===== config.mk =====
export PLATFORM = sky130hd
export DESIGN_NAME = bullet_scheduler
export DESIGN_NICKNAME = d
export VERILOG_FILES = /design/src/rtl/bullet_scheduler.sv
export SDC_FILE = /design/constraint.sdc
export NUM_CORES = 1
export LEC_CHECK = 0
export BUFFER_PORTS_ARGS = -buffer_cell sky130_fd_sc_hd__buf_2
export CORE_MARGIN = 2
export CORE_UTILIZATION = 35
export CTS_BUF_LIST = sky130_fd_sc_hd__clkbuf_16
export CTS_CLUSTER_DIAMETER = 200
export DETAILED_ROUTE_END_ITERATION = 10
export PLACE_DENSITY_LB_ADDON = 0.1
export SLEW_MARGIN = 20
export SYNTH_ARGS = -nofsm -noshare
export SYNTH_HDL_FRONTEND = slang
export SYNTH_SLANG_ARGS = --single-unit

===== constraint.sdc =====
create_clock -name clock -period 2.5 [get_ports clock]
set_input_delay 0.375 -clock clock [delete_from_list [all_inputs] [get_ports clock]]
set_output_delay 0.375 -clock clock [all_outputs]
set_load 0.005 [all_outputs]

===== src/rtl/bullet_scheduler.sv =====
// Schedules bullet-engine update windows in vertical blank, including wipe passes after restart/reset.
// Optional watchdog on window length: define BULLET_SCHED_WATCHDOG_EN.
module bullet_scheduler #(
    parameter int H_ACTIVE     = 1920,
    parameter int V_ACTIVE     = 1080,
    parameter int UPDATE_DIV   = 1,
    parameter int CALC_TIMEOUT = 4096
) (
    input  logic        clock,
    input  logic        reset,
    input  logic [11:0] display_col,
    input  logic [10:0] display_row,
    input  logic        restart,
    input  logic        pause,
    input  logic        engine_done,
    output logic        calc,
    output logic        hardReset,
    output logic [15:0] frame_count,
    output logic        overrun,
    output logic [1:0]  sched_state
);

    typedef enum logic [1:0] {
        ST_DISPLAY = 2'd0,
        ST_CALC    = 2'd1,
        ST_CLEAR   = 2'd2,
        ST_GAP     = 2'd3
    } state_t;

    generate
        if (H_ACTIVE < 1 || H_ACTIVE > 4096 || V_ACTIVE < 1 || V_ACTIVE > 2047 ||
            UPDATE_DIV < 1 || UPDATE_DIV > 255 || CALC_TIMEOUT < 1 || CALC_TIMEOUT > 8192)
        begin : g_bad_params
            $error("bullet_scheduler: parameter out of range");
        end
    endgenerate

    localparam logic [7:0] DIV_LAST = 8'(UPDATE_DIV - 1);

    state_t      state_q, state_d;
    logic        calc_q, calc_d;
    logic        hard_q, hard_d;
    logic [15:0] fcount_q, fcount_d;
    logic [7:0]  div_q, div_d;
    logic        ovr_q, ovr_d;
    logic        clr_pend_q, clr_pend_d;
    logic [3:0]  gap_q, gap_d;

    logic frame_start;
    logic scan_origin;
    logic in_window;
    logic wd_expire;

    assign frame_start = (display_row == 11'(V_ACTIVE)) && (display_col == 12'd0);
    assign scan_origin = (display_row == 11'd0) && (display_col == 12'd0);
    assign in_window   = (state_q == ST_CALC) || (state_q == ST_CLEAR);

`ifdef BULLET_SCHED_WATCHDOG_EN
    logic [12:0] wd_q, wd_d;

    assign wd_expire = (wd_q == 13'(CALC_TIMEOUT - 1));

    always_comb begin
        wd_d = wd_q;
        if (!in_window) begin
            wd_d = 13'd0;
        end else begin
            wd_d = wd_q + 13'd1;
        end
    end

    always_ff @(posedge clock) begin
        if (reset) begin
            wd_q <= 13'd0;
        end else begin
            wd_q <= wd_d;
        end
    end
`else
    assign wd_expire = 1'b0;
`endif

    always_comb begin
        state_d    = state_q;
        fcount_d   = fcount_q;
        div_d      = div_q;
        ovr_d      = ovr_q;
        clr_pend_d = clr_pend_q;
        gap_d      = gap_q;

        // Frame bookkeeping advances in every state, even when no window opens.
        if (frame_start) begin
            fcount_d = fcount_q + 16'd1;
            div_d    = (div_q >= DIV_LAST) ? 8'd0 : div_q + 8'd1;
        end

        case (state_q)
            ST_DISPLAY: begin
                if (frame_start) begin
                    if (clr_pend_q) begin
                        state_d = ST_CLEAR;
                    end else if (!pause && (div_q == 8'd0)) begin
                        state_d = ST_CALC;
                    end
                end
            end
            ST_CALC, ST_CLEAR: begin
                if (engine_done) begin
                    state_d = ST_GAP;
                end else if (scan_origin || wd_expire) begin
                    state_d = ST_GAP;
                    ovr_d   = 1'b1;
                end
                if (state_d == ST_GAP) begin
                    gap_d = 4'd0;
                    if (state_q == ST_CLEAR) begin
                        clr_pend_d = 1'b0;
                    end
                end
            end
            ST_GAP: begin
                gap_d = gap_q + 4'd1;
                if (gap_q == 4'd15) begin
                    state_d = ST_DISPLAY;
                end
            end
        endcase

        // A restart landing on the same cycle as a wipe exit must still be honoured.
        if (restart) begin
            clr_pend_d = 1'b1;
        end

        calc_d = (state_d == ST_CALC) || (state_d == ST_CLEAR);
        hard_d = (state_d == ST_CLEAR);
    end

    always_ff @(posedge clock) begin
        if (reset) begin
            state_q    <= ST_DISPLAY;
            calc_q     <= 1'b0;
            hard_q     <= 1'b0;
            fcount_q   <= 16'd0;
            div_q      <= 8'd0;
            ovr_q      <= 1'b0;
            clr_pend_q <= 1'b1;
            gap_q      <= 4'd0;
        end else begin
            state_q    <= state_d;
            calc_q     <= calc_d;
            hard_q     <= hard_d;
            fcount_q   <= fcount_d;
            div_q      <= div_d;
            ovr_q      <= ovr_d;
            clr_pend_q <= clr_pend_d;
            gap_q      <= gap_d;
        end
    end

    assign calc        = calc_q;
    assign hardReset   = hard_q;
    assign frame_count = fcount_q;
    assign overrun     = ovr_q;
    assign sched_state = state_q;

endmodule


==> summary.txt <==
Placement
  – Placed cell count: 259
  – Placed instance area: 1720 um^2
  – Final HPWL DP: 2.65 mm
  – I/O Buffers: 48
  – Routability cong.: 0.856

CTS
  – Clock transition at path regs: 0.06 ns
  – Latest clock arrival within the worst-skew pair: 0.26 ns
  – Total setup buffers inserted after CTS: 0
  – Clk root buf: clkbuf_16
  – Sinks on Clock Net: 26
  – Resized Gates After CTS: 0
  – H-tree depth: 1
  – Post-cts hold buffer count: 0
  – CTS tree: yes
  – CTS buffer count: 3
  – Clock buffer depth: 2

Floorplanning
  – Row cnt: 23
  – Core footprint: 3970 um^2
  – Starting Density: 36.1%
  – I/O pins: 49
  – Die W: 68.0 um
  – Die area: 4620 um^2
  – Die height: 68.0 um

Detailed routing
  – Vias post-DR: 1,406
  – DR DRC count: 0
  – DR vias/cell: 5.35
  – DRT antenna net count: 0
  – Wirelength per Cell: 12.7 um
  – TritonRoute pass-1 iters: 4
  – Routed wire length: 3.34 mm
  – Iteration-0 DRC Markers: 55

Worst setup path
  – Critical Path AT: 2.25 ns
  – Worst path top cell family by delay: simple AND/OR/NAND/NOR gates
  – Critical path class: in2reg
  – Worst path cell trace: buf_2, or4_4, or3_1, nor2_4, o2bb2ai_1, a22o_1, ha_1, nor2_1
  – Slowest CP cell: or4_4
  – CP startpoint kind: primary input
  – Critical Path End Type: flip-flop
  – CP max stage delay: 0.53 ns
  – Worst-path maximum fanout: 4
  – Buffers & Inverters on Critical Path: 1
  – CP required: 2.69 ns

Synthesis
  – Main combinational cell family by area after synthesis: simple AND/OR/NAND/NOR gates
  – Compound-cell area share of the yosys netlist: 17.6%
  – Post-Synth Simple-Gate Area: 31.0%
  – Top-area cell type share of the netlist area: 36.3%
  – Synth area leader: dfxtp_1
  – Multiplexer share of the synthesized area: 0%
  – Yosys cell types: 44
  – Syn Area/Cell: 8.63 um^2
  – Syn_nets: 200
  – Synth Register Bits: 26
  – Seq/Total Area, Yosys: 36.3%
  – Cell Area, Synth: 1430 um^2
  – Xor/xnor cell area share of the yosys netlist: 5.50%
  – Leading post-synthesis cells by cell area: dfxtp_1, ha_1, nor2_1
  – Mapped Cells: 166
  – Synthesized-area fraction occupied by adder cells: 5.24%
  – Yosys warnings: 0

Layout
  – Commonest cells after routing, fill and taps aside: buf_2, dfxtp_1, nor2_1
  – FF/Latch Area: 520 um^2
  – Fill cells: 409
  – Final Non-Filler Cells: 263
  – Ratio of cells with drive above 1 in the final layout: 31.0%
  – Area Overhead vs Synth: 25.5%
  – Multi-input logic area: 851 um^2
  – Cell area after layout: 1800 um^2
  – Most common cell after layout, fill and taps aside: buf_2
  – Antenna Cells: 0
  – Post-layout nets: 248

STA
  – Clock Skew: 0.00220 ns
  – Final setup vio count: 0
  – RSZ-0062 raised after global routing: false
  – Tmin final: 2.05 ns
  – Count of final max-slew check failures: 0
  – Worst-margin pin slew: 0.489 ns
  – Final Hold Viols: 0
  – Max Fclk: 0.487 GHz
  – Period Utilization, post-route: 82.2%
  – Fin Setup TNS: 0 ns
  – Slew HR: 67.4%

GRT
  – Initial antenna violation count: 0
  – Vias in the first global route: 1,383
  – First-pass GRT wire length: 5.94 mm
  – Overall routing resource usage: 16.4%
  – Largest net degree at the start of global routing: 28
  – Gr ovfl total: 0

Power
  – Pwr Density: 681 nW/um^2
  – Max IR drop VDD: 484 uV
  – LEAKAGE: 0.696 nW

Job
  – Max Cap Viol: 0

Run status
  – Status: completed

Worst hold path
  – HP Class: in2reg
cell usage after synthesis (all sizes together):
| cell | count |
|---|---|
| or2 | 1 |
| a21oi | 9 |
| a221oi | 1 |
| dfxtp | 26 |
| and3 | 3 |
| nor2 | 16 |
| buf | 3 |
| o2bb2ai | 1 |
| and2 | 2 |
| ha | 6 |
| xor2 | 3 |
| o31a | 1 |
| nor4 | 11 |
| nand3 | 10 |
| clkbuf | 5 |
| nand2b | 1 |
| or3 | 6 |
| o21bai | 1 |
| nor3 | 3 |
| o221ai | 1 |
| a31oi | 4 |
| a211o | 1 |
| and4 | 1 |
| or4 | 1 |
| o21ai | 10 |
| o21ba | 3 |
| nand4 | 7 |
| nand4b | 1 |
| inv | 6 |
| o211ai | 1 |
| or4b | 1 |
| nand2 | 6 |
| nand3b | 2 |
| a211oi | 1 |
| a41o | 1 |
| xnor2 | 6 |
| nor2b | 1 |
| a22o | 1 |
| a311oi | 2 |
stage by stage:
step	power, mW	hold WS, ns	utilization [%]	setup slack, ns
global route	1.32	0.320	45.3	0.193
CTS	1.23	0.301	45.3	0.432
floorplan	0.757	0.459	-	0.307
detailed placement	0.879	0.472	43.3	0.164
finish	1.22	0.302	45.3	0.446
global placement	0.871	0.463	43.3	0.211
sequential cells by signal (all words and copies together), names as in the netlist:
signal and flops:
clr_pend_q 1, hardReset 1, calc 1, overrun 1, sched_state 2, frame_count 16, gap_q 4
path summary, 6_finish.rpt:
kind | start | to | slack (ns) | cells past startpoint
worst max-delay path | display_col[5] | calc$_SDFF_PP0_ | 0.45 | 8
worst min-delay path | restart | clr_pend_q$_SDFFE_PP1P_ | 0.30 | 2
worst max register to register | sched_state[1]$_SDFF_PP0_ | calc$_SDFF_PP0_ | 0.47 | 8
worst min register to register | clr_pend_q$_SDFFE_PP1P_ | clr_pend_q$_SDFFE_PP1P_ | 0.49 | 1
cell type report:
| type | count | area share, % |
|---|---|---|
| Clock buffer | 3 | 4.18 |
| Tap cell | 50 | 3.48 |
| Sequential cell | 26 | 28.9 |
| Clock inverter | 1 | 0.209 |
| Multi-Input combinational cell | 126 | 47.3 |
| Timing Repair Buffer | 51 | 14.6 |
| Inverter | 6 | 1.25 |
routing by layer:
metal  wire length, um  track usage [%]
met5                 0                0
met4                17             4.75
met3               154             2.47
met2              1650             29.4
met1              1530             20.2
where the power goes:
| group | switching [mW] | internal (mW) | total (mW) |
|---|---|---|---|
| clock | 0.141 | 0.214 | 0.355 |
| sequential | 0.0281 | 0.447 | 0.475 |
| combinational | 0.219 | 0.176 | 0.395 |
| total | 0.387 | 0.837 | 1.22 |
worst reg2reg max path: cells and delay by family, from the launching register on:
kind                     cells  cell delay, ns
AND/OR/NAND/NOR              2            0.10
adder cells (fa/ha/maj)      2            0.67
buffers and inverters        1            0.11
flip-flops                   1            0.43
AO/OA/AOI/OAI                3            0.60
cells by family (layout without fill, tap and decap cells):
group	after synthesis	count (layout)
xor+xnor	9	9
compound gates	38	38
fa+ha+maj	6	6
flops	26	26
simple gates	73	73
buf+inv	14	61
(Power assumes the default switching activity.)
